==> config.mk <==
export PLATFORM = sky130hd
export DESIGN_NAME = prog_counter
export DESIGN_NICKNAME = d
export VERILOG_FILES = /design/src/rtl/prog_counter.sv
export SDC_FILE = /design/constraint.sdc
export NUM_CORES = 1
export LEC_CHECK = 0
export BUFFER_PORTS_ARGS = -buffer_cell sky130_fd_sc_hd__buf_2
export CORE_MARGIN = 2
export CORE_UTILIZATION = 53
export CTS_CLUSTER_SIZE = 10
export DETAILED_ROUTE_END_ITERATION = 10
export PLACE_DENSITY_LB_ADDON = 0.2
export SYNTH_ARGS = -nofsm -noshare
export SYNTH_HDL_FRONTEND = slang
export SYNTH_SLANG_ARGS = --single-unit
==> constraint.sdc <==
create_clock -name clk -period 2.8 [get_ports clk]
set_input_delay 0.42 -clock clk [delete_from_list [all_inputs] [get_ports clk]]
set_output_delay 0.42 -clock clk [all_outputs]
set_load 0.02 [all_outputs]
==> src/rtl/prog_counter.sv <==
// prog_counter: programmable up/down counter with runtime bounds and a prescaler.
//
// Parameters
//   WIDTH   - count and bound width in bits (1..32)
//   DIV_W   - prescaler divide-select width in bits (1..16)
//   RST_VAL - value of count after reset
//
// Ports
//   clk      in   single clock, rising edge
//   rst_n    in   synchronous active-low reset
//   en       in   enables prescaler advance and counting
//   clr      in   restart at the mode's start value
//   load     in   load load_val (clipped into [min_val, max_val])
//   load_val in   value for load
//   mode     in   0=UP, 1=DOWN, 2=UPSAT, 3=DOWNSAT
//   min_val  in   lower bound, unsigned
//   max_val  in   upper bound, unsigned
//   div      in   one step per div+1 enabled cycles
//   count    out  registered counter value
//   tc       out  registered pulse: last step landed on the terminal value
//   wrap     out  registered pulse: last step wrapped around
//   sat      out  saturating mode and count sits at the terminal value
//   cfg_err  out  min_val > max_val
module prog_counter #(
    parameter int unsigned            WIDTH   = 8,
    parameter int unsigned            DIV_W   = 4,
    parameter logic [WIDTH-1:0]       RST_VAL = '0
) (
    input  logic             clk,
    input  logic             rst_n,
    input  logic             en,
    input  logic             clr,
    input  logic             load,
    input  logic [WIDTH-1:0] load_val,
    input  logic [1:0]       mode,
    input  logic [WIDTH-1:0] min_val,
    input  logic [WIDTH-1:0] max_val,
    input  logic [DIV_W-1:0] div,
    output logic [WIDTH-1:0] count,
    output logic             tc,
    output logic             wrap,
    output logic             sat,
    output logic             cfg_err
);

    logic [WIDTH-1:0] count_q, count_d;
    logic [DIV_W-1:0] psc_q, psc_d;
    logic             tc_q, tc_d;
    logic             wrap_q, wrap_d;

    logic             down_mode;
    logic             sat_mode;
    logic             tick;
    logic [WIDTH-1:0] terminal;
    logic [WIDTH-1:0] start;
    logic [WIDTH-1:0] step_val;
    logic             step_wrap;
    logic             step_tc;
    logic [WIDTH-1:0] load_clip;

    assign down_mode = mode[0];
    assign sat_mode  = mode[1];
    assign terminal  = down_mode ? min_val : max_val;
    assign start     = down_mode ? max_val : min_val;
    assign cfg_err   = (min_val > max_val);
    assign sat       = sat_mode && (count_q == terminal);

    // Equality compare only: if div is lowered below the current prescaler value the
    // prescaler rolls through its full range and comes back round rather than stalling.
    assign tick = en && (psc_q == div);

    always_comb begin
        step_val  = count_q;
        step_wrap = 1'b0;
        if (!down_mode) begin
            // Bound is checked before the increment so count never overflows.
            if (count_q >= max_val) begin
                step_val  = sat_mode ? max_val : min_val;
                step_wrap = !sat_mode;
            end else begin
                step_val = count_q + WIDTH'(1);
            end
        end else begin
            if (count_q <= min_val) begin
                step_val  = sat_mode ? min_val : max_val;
                step_wrap = !sat_mode;
            end else begin
                step_val = count_q - WIDTH'(1);
            end
        end
        // A saturating counter already parked on its terminal value does not re-pulse tc.
        step_tc = (step_val == terminal) && !(sat_mode && (count_q == terminal));
    end

    always_comb begin
        if (load_val < min_val) begin
            load_clip = min_val;
        end else if (load_val > max_val) begin
            load_clip = max_val;
        end else begin
            load_clip = load_val;
        end
    end

    always_comb begin
        count_d = count_q;
        psc_d   = psc_q;
        tc_d    = 1'b0;
        wrap_d  = 1'b0;
        if (clr) begin
            count_d = start;
            psc_d   = '0;
        end else if (load) begin
            // With inconsistent bounds there is no valid range to clip into.
            count_d = cfg_err ? load_val : load_clip;
            psc_d   = '0;
        end else if (en) begin
            psc_d = (psc_q == div) ? '0 : psc_q + DIV_W'(1);
            if (tick && !cfg_err) begin
                count_d = step_val;
                tc_d    = step_tc;
                wrap_d  = step_wrap;
            end
        end
    end

    always_ff @(posedge clk) begin
        if (!rst_n) begin
            count_q <= RST_VAL;
            psc_q   <= '0;
            tc_q    <= 1'b0;
            wrap_q  <= 1'b0;
        end else begin
            count_q <= count_d;
            psc_q   <= psc_d;
            tc_q    <= tc_d;
            wrap_q  <= wrap_d;
        end
    end

    assign count = count_q;
    assign tc    = tc_q;
    assign wrap  = wrap_q;

endmodule

==> qor.csv, run 1 <==
stage,metric,value,unit
run_status,status,"complete, no violations",
run,drv_cap,0,
clocking,clock_latency,250,ps
global_route,grt-ovfl-total,0,
clocking,htree_num_levels,1,
yosys,async_flop_share,0,
min_path,hold_path_class,input port to flip-flop,
routing,routed_wl,10500,um
worst_setup_path,worstSetupPathType,input port to flip-flop,
timing,skew,1.42,ps
yosys,synth_warnings,0,
power_and_ir_drop,power.density,326,nW/um2
finish,register_area,280,um2
yosys,synth-main-ff-cell,dfxtp_1,
yosys,yosysSeqAreaShare,0.0924,
die,die_w,79.6,um
die,start_util,0.551,
worst_setup_path,end_kind,flip-flop,
clocking,numCtsBuffers,3,
clocking,ctsHoldBuffers,0,
timing,min_period,2700,ps
routing,antenna_left,0,
yosys,synth_cell_types,52,
routing,wl_per_cell,18.8,um
yosys,synth_fa_ha_area_frac,0.173,
timing,fmax,0.370,GHz
die,die_h,79.6,um
routing,drc,0,
clocking,clkTransAtPathRegs,70,ps
yosys,synth_mux_area_frac,0.100,
routing,viasPerCell,6.46,
placement,portBuffers,46,
timing,max_slew.worst_pin.slew,650,ps
yosys,synth_area,3030,um2
clocking,post-cts-setup-buffers,0,
timing,rsz0062_at_grt,false,
yosys,ys_seq_elements,14,
finish,n_antenna_cell,0,
global_route,grt_start_max_net_pins,31,
yosys,synth_xor_area_frac,0.118,
die,num_rows,27,
global_route,antenna_found_initial,0,
clocking,root_buffer,clkbuf_8,
clocking,clkSinkCount,14,
yosys,synthCells,415,
global_route,grt_first_pass_wirelength,16500,um
global_route,grtUsageTotal,0.333,
finish,fin_nets,566,
die,die_area,6340,um2
finish,multi_input_area,2560,um2
worst_setup_path,worstPathArrival,2900,ps
routing,dr.pass1.iters,5,
power_and_ir_drop,vdd_drop_max,0.257,mV
clocking,cts_tree,yes,
finish,drive_above_1_share,0.225,
worst_setup_path,start_kind,input port,
placement,place_ws,-67.5,ps
power_and_ir_drop,power_leakage,1.75,nW
global_route,grt_pass1_vias,3200,
yosys,postSynthNetCount,492,
yosys,synth-edff-count,0,
routing,drtIter0Drc,318,
timing,hold_viol,0,
timing,layout_setup_ws,95.5,ps
timing,min_period_over_period,0.966,
timing,finalMaxSlewViolations,0,
placement,dp_hpwl,8280,um
timing,max_slew_margin,0.566,
finish,area_growth_syn_to_layout,21.9,%
clocking,clk_path_buf_depth,2,
worst_setup_path,critPathMaxFanout,5,
finish,nFillCells,492,
routing,vias,3615,
power_and_ir_drop,finalPower,1.20,mW
yosys,synth_compound_area_frac,0.233,
yosys,synth-simple-area-share,0.215,
worst_setup_path,cp.required,2990,ps
die,ioPinCount,47,
timing,setup_viol,0,
die,core,5510,um2
placement,gp_congestion,0.922,
yosys,synth_top_family_by_area,compound AO/OA/AOI/OAI gates,
yosys,avgSynthCellArea,7.31,um2
## worst paths after layout
path,startpoint,end,slack (ps),cells after the start
max reg2reg,count[3],tc,120,12
min,rst_n,count[1],470,3
min reg2reg,psc_q[1],psc_q[1],530,2
max,min_val[1],count[7],100,11
## state kept, by name, summed over array words and instances (netlist names)
name   count
psc_q      4
wrap       1
tc         1
count      8
## synth_stat cells (4+ instances only)
library cell  instances  area [um2]
a21o_1                6        45.0
and3_1                6        37.5
nor3_1               18        90.1
nand3_1              11        55.1
xnor2_1              26         228
clkbuf_1             24        90.1
xor2_1               15         131
ha_1                 42         526
nand4_1              11        68.8
mux2i_1              27         270
a21oi_1              16        80.1
a31oi_1               4        25.0
dfxtp_1              14         280
o21a_1                6        45.0
nor2b_1               5        31.3
inv_1                23        86.3
nor4_1                5        31.3
nor2_1               23        86.3
o21ai_0              30         150
nand2_1              36         135
o211ai_1              8        60.1
a211oi_1              5        37.5
a22oi_1               7        52.6
## stage by stage
step	hold slack (ps)	util	instance area (um2)	instances	TNS [ps]
floorplan	485	-	3040	415	0
global placement	506	0.659	3630	556	-59.7
detailed placement	514	0.659	3630	556	-130
CTS	457	0.669	3680	560	0
global route	464	0.671	3700	560	0
finish	471	0.671	3700	560	0
## cells in the final DEF, fill, tap and decap left out, types with 4 or more instances in the layout
| cell type | Yosys | routed |
|---|---|---|
| a21oi_1 | 16 | 16 |
| nand4_1 | 11 | 11 |
| a21o_1 | 6 | 6 |
| o21a_1 | 6 | 6 |
| buf_2 | 1 | 46 |
| ha_1 | 42 | 42 |
| nor3_1 | 18 | 18 |
| nand2_1 | 36 | 36 |
| mux2i_1 | 27 | 27 |
| o21ai_0 | 30 | 30 |
| a211oi_1 | 5 | 4 |
| xor2_1 | 15 | 15 |
| nor2_1 | 23 | 23 |
| and3_1 | 6 | 6 |
| a22oi_1 | 7 | 6 |
| xnor2_1 | 26 | 26 |
| a31oi_1 | 4 | 4 |
| nor2b_1 | 5 | 5 |
| dfxtp_1 | 14 | 14 |
| clkbuf_8 | 0 | 4 |
| buf_4 | 0 | 50 |
| nor4_1 | 5 | 5 |
| inv_1 | 23 | 23 |
| nand3_1 | 11 | 11 |
| o211ai_1 | 8 | 8 |
## layout make-up
type | instances | area share
Tap cell | 72 | 0.0244
Multi-Input combinational cell | 349 | 0.694
Inverter | 24 | 0.0244
Timing Repair Buffer | 97 | 0.167
Sequential cell | 14 | 0.0758
Clock buffer | 4 | 0.0149
## cells by family (layout without fill, tap and decap cells)
| group | count (synthesis) | count (layout) |
|---|---|---|
| AOI/OAI and AO/OA | 105 | 105 |
| xor gates and xnor gates | 41 | 41 |
| adders and majority gates | 42 | 42 |
| buffers and inverters | 52 | 125 |
| DFF | 14 | 14 |
| muxes | 30 | 30 |
| and+or+nand+nor | 131 | 131 |
## power by group
part / internal, mW / leakage, nW / switching, mW
Clock: 0.125 / 0.0288 / 0.0914
Sequential: 0.210 / 0.115 / 0.0128
Combinational: 0.330 / 1.61 / 0.435
## worst max-delay path, cell delays in order
cell and delay, ps:
buf_2 90, inv_1 50, buf_4 150, ha_1 270
a21o_1 180, a211o_1 320, a221o_1 480, a21oi_4 290
mux2i_1 140, a221o_1 390, a21oi_1 120
## per-layer routing
layer,GRT usage,vias up,share of wire
met5,0,-,0
met4,0.0586,0,0.019
met3,0.0588,31,0.10
met2,0.558,238,0.46
met1,0.449,1675,0.42
li1,-,1671,-
## repair_timing
action | in CTS | in global routing
gates resized for setup | 0 | 3
endpoints found under the setup margin | 0 | 2
hold endpoints to repair | 0 | 0
Note: power is estimated with default switching activity, not from simulation.
==> inputs of run 2 (changes only) <==
PLACE_DENSITY = 0.78   (was unset)
PLACE_DENSITY_LB_ADDON = unset   (was 0.2)
==> run 2 against run 1 <==
- power is 0.61% lower
- via count is 0.30% lower
- register-to-register slack better by 70 ps
- clock power is 6% lower
- clock skew is 1.9 ps higher
- sequential power hardly changed
- sequential share of layout area hardly changed
- critical path depth stayed put
- critical path type unchanged
- critical endpoint unchanged
- largest power group unchanged
- highest routed layer unchanged
==> qor.csv, run 2 (synthesis gave the netlist of run 1 again) <==
stage,metric,value,unit
clocking,ctsHoldBuffers,0,
finish,drive_above_1_share,0.233,
die,die_w,79.6,um
worst_setup_path,cp.required,2990,ps
global_route,grt_first_pass_wirelength,16500,um
routing,viasPerCell,6.41,
die,die_h,79.6,um
finish,area_growth_syn_to_layout,22.6,%
timing,rsz0062_at_grt,false,
timing,skew,3.28,ps
power_and_ir_drop,switching_share,0.440,
run,drv_cap,0,
die,ioPinCount,47,
power_and_ir_drop,pwr-share-seq,0.187,
routing,wl_per_cell,18.4,um
die,start_util,0.551,
clocking,clk_path_buf_depth,2,
global_route,grt-ovfl-total,0,
power_and_ir_drop,finalPower,1.20,mW
die,core,5510,um2
power_and_ir_drop,pwr-share-clk,0.170,
die,num_rows,27,
finish,largest_register_ffs,8,
timing,fmax,0.378,GHz
clocking,htree_num_levels,1,
worst_setup_path,worstSetupPathType,input port to flip-flop,
finish,final_cell_mix,"buf_4 (53), buf_2 (46), ha_1 (42)",
clocking,cts_tree,yes,
clocking,root_buffer,clkbuf_8,
timing,whs,464,ps
min_path,hold_path_class,input port to flip-flop,
worst_setup_path,worstPathArrival,2830,ps
power_and_ir_drop,power_leakage,1.77,nW
placement,dp_hpwl,8320,um
power_and_ir_drop,switching_power,526,uW
routing,drtIter0Drc,351,
timing,setup_viol,0,
timing,min_period_over_period,0.944,
finish,final_util,0.676,
timing,hold_viol,0,
global_route,grt_start_max_net_pins,24,
routing,vias,3604,
routing,routed_wl,10300,um
timing,finalMaxSlewViolations,0,
global_route,antenna_found_initial,0,
worst_setup_path,start_kind,input port,
power_and_ir_drop,vdd_drop_max,0.226,mV
finish,nFillCells,470,
power_and_ir_drop,p_int,670,uW
finish,layout_commonest_cell,buf_4,
routing,drc,0,
power_and_ir_drop,power.density,322,nW/um2
global_route,grtUsageTotal,0.333,
placement,portBuffers,46,
clocking,numCtsBuffers,3,
clocking,clock_latency,250,ps
placement,gp_congestion,0.976,
worst_setup_path,end_kind,flip-flop,
power_and_ir_drop,pwr-share-comb,0.643,
clocking,clkTransAtPathRegs,60,ps
timing,min_period,2640,ps
timing,max_slew_margin,0.524,
die,die_area,6340,um2
run_status,status,"complete, no violations",
worst_setup_path,critPathMaxFanout,5,
routing,antenna_left,0,
clocking,clkSinkCount,14,
global_route,grt_pass1_vias,3290,
finish,fin_nets,568,
routing,dr.pass1.iters,7,
timing,max_slew.worst_pin.slew,712,ps
finish,n_antenna_cell,0,
## run 2: cell count changes in the layout (fill, tap and decap cells not counted), sizes merged
cell,before,now
buf,97,99
## run 2: per-stage QoR
step / setup slack (ps) / cell area, um2 / TNS, ps / std cells
after CTS: 39.7 / 3700 / 0 / 562
final: 157 / 3720 / 0 / 562
after detailed placement: -103 / 3640 / -152 / 558
after global placement: -36.8 / 3640 / -36.8 / 558
after global routing: 55.8 / 3720 / 0 / 562
after floorplan: 28.4 / 3040 / 0 / 415
## run 2: layout make-up
cell class / instances / area (um2) / area share
multi-input cells: 349 / 2580 / 0.693
flip-flops and latches: 14 / 280 / 0.0753
repair buffers: 99 / 628 / 0.169
well taps: 72 / 90.1 / 0.0242
clock buffers: 4 / 55.1 / 0.0148
inverters: 24 / 90.1 / 0.0242
## run 2: power groups by stage
stage                     logic (mW)  clock network, mW  registers (mW)
final                          0.769              0.203           0.224
after CTS                      0.742              0.207           0.223
after detailed placement       0.736                  0           0.227
after floorplan                0.468                  0           0.238
after global placement         0.715                  0           0.227
after global routing           0.833              0.222           0.224
## run 2: timing repair
item | CTS | global route
endpoints found under the hold margin | 0 | 0
gates resized for setup | 0 | 5
endpoints found under the setup margin | 0 | 1
setup buffers | 0 | 0
## run 2: worst max-delay path, cell delays in order
cell	delay, ps
buf_2	90
inv_1	50
buf_4	150
ha_1	270
a21o_1	170
a211o_1	320
a221o_1	470
a21oi_4	280
mux2i_1	140
a221o_1	360
a21oi_1	110
## run 2: worst paths after layout
kind | startpoint | to | slack (ps) | cells after the start
max | min_val[1] | count[7] | 160 | 11
min | rst_n | count[0] | 460 | 3
max reg2reg | count[7] | tc | 190 | 10
min reg2reg | psc_q[1] | psc_q[1] | 520 | 2
## run 2: metal layers
layer / routed length, um / part of all wire / global-route usage / vias to the layer above
met3: 1070 / 0.10 / 0.0577 / 46
met2: 4580 / 0.44 / 0.532 / 229
met4: 404 / 0.039 / 0.117 / 0
li1: - / - / - / 1673
met1: 4290 / 0.42 / 0.449 / 1656
met5: 0 / 0 / 0 / -
